--- src/rtl/mdu_ctrl.sv ---
// mdu_ctrl: iterative multiply/divide sequencer for the HI/LO datapath.
// One bit per cycle shift-add multiply and restoring divide. stallreq holds EX
// while the loop runs. result_valid pulses for the single DONE cycle.
module mdu_ctrl #(
  parameter bit MUL_FAST = 1'b0  // 1: multiply completes in one cycle (IDLE->DONE)
) (
  input  logic        clk,
  input  logic        rst,           // asynchronous, active-low
  input  logic        start,
  input  logic [1:0]  op,            // 00 mult, 01 multu, 10 div, 11 divu
  input  logic [31:0] src_a,
  input  logic [31:0] src_b,
  input  logic        annul,
  output logic        stallreq,
  output logic        result_valid,
  output logic [63:0] result
);

  typedef enum logic [1:0] {IDLE, RUN, DONE} state_t;

  state_t      state, state_next;
  logic [4:0]  count;
  logic [31:0] hi, lo;         // {rem,quot} for divide, {acc_hi,multiplier} for multiply
  logic [31:0] opnd;           // divisor for divide, multiplicand for multiply
  logic [31:0] a_raw;          // dividend as given, needed for the divide-by-zero result
  logic        is_div, sign_q, sign_r, div_zero;
  logic [63:0] result_hold;

  logic        op_signed, op_div, fast_mul, accept;
  logic [31:0] abs_a, abs_b;
  logic [32:0] rem_sh, diff, add;
  logic [63:0] corrected;

  // Operand decode: magnitudes only taken for signed ops with a negative operand.
  always_comb begin
    op_signed = ~op[0];
    op_div    = op[1];
    abs_a     = (op_signed && src_a[31]) ? -src_a : src_a;
    abs_b     = (op_signed && src_b[31]) ? -src_b : src_b;
    fast_mul  = MUL_FAST && !op_div;
    accept    = (state == IDLE) && start && !annul;
  end

  // One iteration of each algorithm: trial subtract for divide, conditional add for multiply.
  always_comb begin
    rem_sh = {hi, lo[31]};
    diff   = rem_sh - {1'b0, opnd};
    add    = {1'b0, hi} + (lo[0] ? {1'b0, opnd} : 33'd0);
  end

  // Sign fix-up of the finished magnitude result; divide by zero bypasses it.
  always_comb begin
    corrected = {hi, lo};
    if (div_zero)
      corrected = {a_raw, 32'hFFFF_FFFF};
    else if (is_div)
      corrected = {(sign_r ? -hi : hi), (sign_q ? -lo : lo)};
    else if (sign_q)
      corrected = -{hi, lo};
  end

  // Next-state and stall request; annul overrides everything.
  always_comb begin
    state_next = state;
    stallreq   = 1'b0;
    case (state)
      IDLE: begin
        if (start) begin
          state_next = fast_mul ? DONE : RUN;
          stallreq   = !fast_mul;
        end
      end
      RUN: begin
        stallreq = 1'b1;
        if (count == 5'd31) state_next = DONE;
      end
      DONE:    state_next = IDLE;
      default: state_next = IDLE;
    endcase
    if (annul) begin
      state_next = IDLE;
      stallreq   = 1'b0;
    end
  end

  // State register.
  always_ff @(posedge clk or negedge rst) begin
    if (!rst) state <= IDLE;
    else      state <= state_next;
  end

  // Working registers: load on accept, iterate while running.
  always_ff @(posedge clk or negedge rst) begin
    if (!rst) begin
      count    <= 5'd0;
      hi       <= 32'd0;
      lo       <= 32'd0;
      opnd     <= 32'd0;
      a_raw    <= 32'd0;
      is_div   <= 1'b0;
      sign_q   <= 1'b0;
      sign_r   <= 1'b0;
      div_zero <= 1'b0;
    end else if (accept) begin
      count    <= 5'd0;
      a_raw    <= src_a;
      is_div   <= op_div;
      sign_q   <= op_signed && (src_a[31] ^ src_b[31]);
      sign_r   <= op_signed && op_div && src_a[31];
      div_zero <= op_div && (src_b == 32'd0);
      if (op_div) begin
        hi   <= 32'd0;
        lo   <= abs_a;
        opnd <= abs_b;
      end else if (MUL_FAST) begin
        {hi, lo} <= {32'd0, abs_a} * {32'd0, abs_b};
        opnd     <= abs_a;
      end else begin
        hi   <= 32'd0;
        lo   <= abs_b;
        opnd <= abs_a;
      end
    end else if (state == RUN) begin
      count <= count + 5'd1;
      if (is_div) begin
        hi <= diff[32] ? rem_sh[31:0] : diff[31:0];
        lo <= {lo[30:0], ~diff[32]};
      end else begin
        hi <= add[32:1];
        lo <= {add[0], lo[31:1]};
      end
    end
  end

  // Result register only changes on a DONE that was not annulled.
  always_ff @(posedge clk or negedge rst) begin
    if (!rst)
      result_hold <= 64'd0;
    else if (state == DONE && !annul)
      result_hold <= corrected;
  end

  // During the valid cycle the finished value is already visible on result.
  always_comb begin
    result_valid = (state == DONE) && !annul;
    result       = result_valid ? corrected : result_hold;
  end

endmodule

--- config.mk ---
export PLATFORM = sky130hd
export DESIGN_NAME = mdu_ctrl
export DESIGN_NICKNAME = d
export VERILOG_FILES = /design/src/rtl/mdu_ctrl.sv
export SDC_FILE = /design/constraint.sdc
export NUM_CORES = 1
export LEC_CHECK = 0
export ABC_AREA = 1
export CORE_MARGIN = 3
export CORE_UTILIZATION = 61
export DETAILED_ROUTE_END_ITERATION = 10
export PLACE_DENSITY_LB_ADDON = 0.15
export SYNTH_ARGS = -nofsm -noshare
export SYNTH_HDL_FRONTEND = slang
export SYNTH_SLANG_ARGS = --single-unit
--- constraint.sdc ---
create_clock -name clk -period 3.2 [get_ports clk]
set_clock_uncertainty 0.05 [all_clocks]
set_input_delay 0.64 -clock clk [delete_from_list [all_inputs] [get_ports clk]]
set_output_delay 0.64 -clock clk [all_outputs]
set_load 0.005 [all_outputs]
==> metrics.csv, run 1 <==
stage,metric,value,unit
cts,cts-root-buf,clkbuf_16,
cts,numCtsBuffers,24,
synthesis,synth.net_count,3415,
run_status,tool.error,[ERROR GRT-0232] Routing congestion too high. Check the congestion heatmap in the GUI.,
floorplanning,start_util,62.6,%
synthesis,netlist_instances,3273,
synthesis,syn_area,19400,sq um
grt,grt_start_max_net_pins,88,
timing,worstEndpointGrtRepair,result[27],
synthesis,synth_top_area_cell,dfrtp_1,
cts,clock_path_buffers,3,
synthesis,yosys_most_used_dff,dfrtp_1,
synthesis,synth_edf_count,0,
grt,overflow,81,
place,gp_congestion,1.19,
cts,htreeDepth,1,
synthesis,synthMuxAreaShare,0,%
run_status,status,stopped before the end,
synthesis,ys_seq_elements,203,
synthesis,synth-compound-area-share,11.9,%
place,dpl.cell_count,3850,
synthesis,ys_seq_area_share,26.2,%
floorplanning,rows,64,
synthesis,synthAdderAreaFrac,4.73,%
place,dp_hpwl,63900,um
floorplanning,die_h,184,um
synthesis,syn_avg_cell_area,5.91,sq um
synthesis,synth_top_area_share,26.2,%
timing,endpoint_type,primary output,
synthesis,synth_area_leaders,"dfrtp_1, nand2_1, inv_1",
synthesis,synth-xor-area-share,3.85,%
synthesis,ys_async_sr_fraction,100,%
grt,grt_usage,69.0,%
synthesis,netlist-cell-type-count,53,
cts,ctsHoldBuffers,0,
synthesis,synth_top_family_by_area,simple AND/OR/NAND/NOR gates,
floorplanning,die_w,184,um
floorplanning,io_pins,136,
run_status,lastStage,5_1_grt,
synthesis,yosysWarnings,0,
synthesis,synth-simple-area-share,41.3,%
cts,clkSinkCount,203,
place,portBuffers,135,
## per-stage QoR
| step | worst slack, ps | TNS, ps | area, sq um | util, % |
|---|---|---|---|---|
| 2_1_floorplan | 611 | 0 | 19400 | - |
| 4_1_cts | -211 | -2120 | 24200 | 78.3 |
| 3_3_place_gp | -133 | -4520 | 22000 | 71.2 |
| 3_5_place_dp | -217 | -6560 | 22000 | 71.2 |
## layer usage
metal  GRT overflow  track usage [%]
met2             46             85.7
met4             32             62.3
met5              0             20.9
met1              0             72.0
met3              3             53.1
## synth_stat cells (18+ instances only)
library cell  count
inv_1           490
nand3_1         267
xnor2_1          23
o211ai_1         23
ha_1             70
nor2_1          318
buf_2            23
a31oi_1          18
a21oi_1          89
nand4_1          42
dfrtp_1         203
nand2_1        1185
nor3_1           32
o22ai_1          20
clkbuf_1         64
o21ai_0         173
nand3b_1         20
xor2_1           62
## cell families after synthesis
logic type / after synthesis
AOI/OAI and AO/OA: 392
xor gates and xnor gates: 85
adders and majority gates: 72
buffers and inverters: 601
DFF: 203
and+or+nand+nor: 1920
## timing repair
item | CTS
pin swaps | 97
buffers inserted | 89
setup endpoints to repair | 65
resized for setup | 388
gates cloned | 0
==> inputs of run 2 (changes only) <==
Settings changed: CORE_UTILIZATION 61 to 40.
==> metrics.csv, run 2 <==
stage,metric,value,unit
setup_path,arrival,2780,ps
finish,nFillCells,4702,
finish,nets,3880,
cts,clk_latency,580,ps
floorplanning,rows,79,
synthesis,ys_seq_area_share,26.2,%
synthesis,syn_avg_cell_area,5.91,sq um
place,dp_hpwl,76600,um
timing,post-route-period-util,109,%
pwr,ir_drop,0.454,mV
setup_path,crit_required,2510,ps
synthesis,yosysWarnings,0,
synthesis,yosysMostFrequentCell,nand2_1,
setup_path,reg2regPathDepth,23,
timing,tightest_slew,894,ps
run_status,status,"complete, but fails checks",
cts,clkSinkCount,203,
cts,cts_tree,built,
timing,hold_violations,0,
pwr,power_density,797,nW/um^2
timing,finalSetupViolCount,43,
cts,clock_path_buffers,3,
pwr,swShare,53.0,%
pwr,clkPwrFrac,14.5,%
setup_path,crit_type,flip-flop to output port,
finish,largest_register,result_hold,
timing,rsz0062_at_grt,yes,
cts,cts-root-buf,clkbuf_16,
floorplanning,io_pins,136,
grt,overflow,0,
synthesis,netlist-cell-type-count,53,
timing,drv_slew,0,
drt,drt_iter0_markers,2557,
cts,numCtsBuffers,27,
drt,dr.pass1.iters,5,
floorplanning,start_util,41.1,%
grt,grt_start_max_net_pins,100,
synthesis,synth_top_area_share,26.2,%
pwr,p_int,9.96,mW
setup_path,endpoint,result[57],
floorplanning,die_h,226,um
finish,drive_gt1_share,22.7,%
place,portBuffers,135,
floorplanning,die_w,226,um
setup_path,cp-startpoint,lo[1]$_DFFE_PN0P_,
grt,grt_antenna_before_repair,6,
setup_path,r2r_slack,-170,ps
pwr,seqPwrFrac,18.0,%
finish,utilization,56.4,%
synthesis,synth.net_count,3415,
min_path,min_path_cells,4,
setup_path,crit_buf_inv,6,
setup_path,path_cells,"inv_2, buf_6, nand3_4, nor2_4, buf_6, nand2_4, o21ai_4, buf_12, buf_8, nand4_1, nand2_1, nand2_1, nand3_2, nand2_2, nand2_2, buf_2",
drt,viasPerCell,5.50,
synthesis,syn_area,19400,sq um
finish,final_common_cell,nand2_1,
timing,final.setup.tns,-6190,ps
setup_path,path_depth,16,
setup_path,path_delay_family,simple AND/OR/NAND/NOR gates,
run_status,violations,negative setup slack,
finish,final_cell_mix,"nand2_1, inv_1, buf_4, nor2_1, nand3_1",
finish,area_delta_synth_final,37.3,%
run,max-cap-violations,0,
timing,finalWorstPathRequiredPeriod,3470,ps
synthesis,ys_seq_elements,203,
setup_path,r2r_start,lo[1]$_DFFE_PN0P_,
floorplanning,dieArea,51100,sq um
setup_path,reg2reg_to,result_hold[9]$_DFF_PN0_,
synthesis,netlist_instances,3273,
synthesis,synth_edf_count,0,
drt,antenna_left,0,
synthesis,ys_async_sr_fraction,100,%
setup_path,cp-end-kind,output port,
synthesis,synth_top_area_cell,dfrtp_1,
grt,grt_pass1_wl,141000,um
pwr,combPwrFrac,67.4,%
setup_path,slowest_delay,400,ps
synthesis,synth_area_leaders,"dfrtp_1, nand2_1, inv_1",
drt,post-route-drc-count,0,
synthesis,synth_commonest_cells,"nand2_1, inv_1, nor2_1",
pwr,cellLeakagePower,14.4,nW
grt,grt_usage,36.6,%
min_path,hp-class,input pin to flip-flop,
min_path,worstHoldStart,annul,
place,gp_congestion,1.00,
floorplanning,coreArea,47100,sq um
setup_path,critPathMaxFanout,4,
timing,slew_headroom,39.7,%
timing,fmax,0.288,GHz
drt,via_count,24000,
synthesis,yosys_most_used_dff,dfrtp_1,
cts,clkTransAtPathRegs,60,ps
pwr,switchingPower,11.2,mW
finish,largest_register_ffs,64,
setup_path,crit_slowest_cell,dfrtp_1,
drt,avgRoutedWirePerCell,22.2,um
grt,grt_pass1_vias,22600,
cts,htreeDepth,1,
timing,worst_slack,-274,ps
setup_path,worst_setup_path_start_kind,flip-flop,
drt,wirelength,97000,um
-- run 2: worst min path at each step --
| stage | end | slack, ps |
|---|---|---|
| 3_3_place_gp | count[3]$_DFFE_PN0P_ | 400 |
| 6_report | state[1]$_DFFE_PN0P_ | 410 |
| 2_1_floorplan | a_raw[0]$_DFFE_PN0P_ | 290 |
| 5_1_grt | result_hold[43]$_DFF_PN0_ | 430 |
| 4_1_cts | result_hold[43]$_DFF_PN0_ | 420 |
| 3_5_place_dp | result_hold[43]$_DFF_PN0_ | 410 |
-- run 2: worst register-to-register path: stages, from the launching register on --
cell and delay (ps):
dfrtp_1 400, inv_2 90, buf_6 110, nand3_4 100
nor2_4 230, buf_6 140, nand2_4 60, buf_4 140
buf_6 130, inv_6 70, nor3_4 50, o32ai_2 230
inv_1 120, buf_6 130, buf_4 120, buf_4 130
buf_4 120, buf_4 120, buf_4 120, buf_4 120
buf_4 120, buf_4 120, buf_4 130, buf_4 120
-- run 2: power by group through the flow --
stage / sequential, mW / clock, mW / combinational (mW)
2_1_floorplan: 3.60 / 0 / 7.47
3_3_place_gp: 3.76 / 0 / 12.4
3_5_place_dp: 3.76 / 0 / 12.5
4_1_cts: 3.77 / 3.10 / 13.3
5_1_grt: 3.85 / 3.18 / 15.5
6_report: 3.82 / 3.08 / 14.3
-- run 2: timing repair --
action | in CTS | in global routing
endpoints found under the hold margin | 37 | 0
buffers inserted | 73 | 57
cloned | 1 | 1
endpoints found under the setup margin | 66 | 65
gates resized for setup | 386 | 276
hold buffers | 1 | 0
pin swaps | 107 | 163
-- run 2: layout make-up --
type / count / area (sq um) / area share [%]
repair buffers: 539 / 4530 / 17.1
inverters: 497 / 1890 / 7.12
flip-flops and latches: 203 / 5100 / 19.2
clock inverters: 14 / 143 / 0.537
well taps: 607 / 759 / 2.86
repair inverters: 1 / 8.76 / 0.0329
diodes: 1 / 2.50 / 0.00941
multi-input cells: 2469 / 13400 / 50.5
clock buffers: 34 / 722 / 2.72
-- run 2: cell families (layout without fill, tap and decap cells) --
family / after synthesis / in the layout / share of synthesized area [%]
flops: 203 / 203 / 26.2
fa+ha+maj: 72 / 72 / 4.73
xor+xnor: 85 / 85 / 3.85
compound gates: 392 / 392 / 11.9
buf+inv: 601 / 1085 / 12.0
simple gates: 1920 / 1920 / 41.3
other cells: 0 / 1 / 0
-- run 2: per-layer routing --
layer / global-route usage (%) / share of wire [%] / vias to the layer above
met5: 0 / 0.052 / -
met4: 14.8 / 5.2 / 8
met3: 6.34 / 9.1 / 250
met2: 57.5 / 44 / 1189
met1: 50.2 / 42 / 11300
li1: - / - / 11300
-- run 2: per-stage QoR --
step | total power [mW] | setup WS, ps | std cells | hold slack, ps | instance area (sq um)
after floorplan | 11.1 | 611 | 3273 | 294 | 19400
after global placement | 16.2 | -384 | 4191 | 399 | 23300
after detailed placement | 16.3 | -435 | 4191 | 411 | 23300
after CTS | 20.1 | -352 | 4313 | 424 | 25400
after global routing | 22.5 | -377 | 4364 | 434 | 26600
final | 21.2 | -274 | 4365 | 413 | 26600
Note: power is estimated with default switching activity, not from simulation.
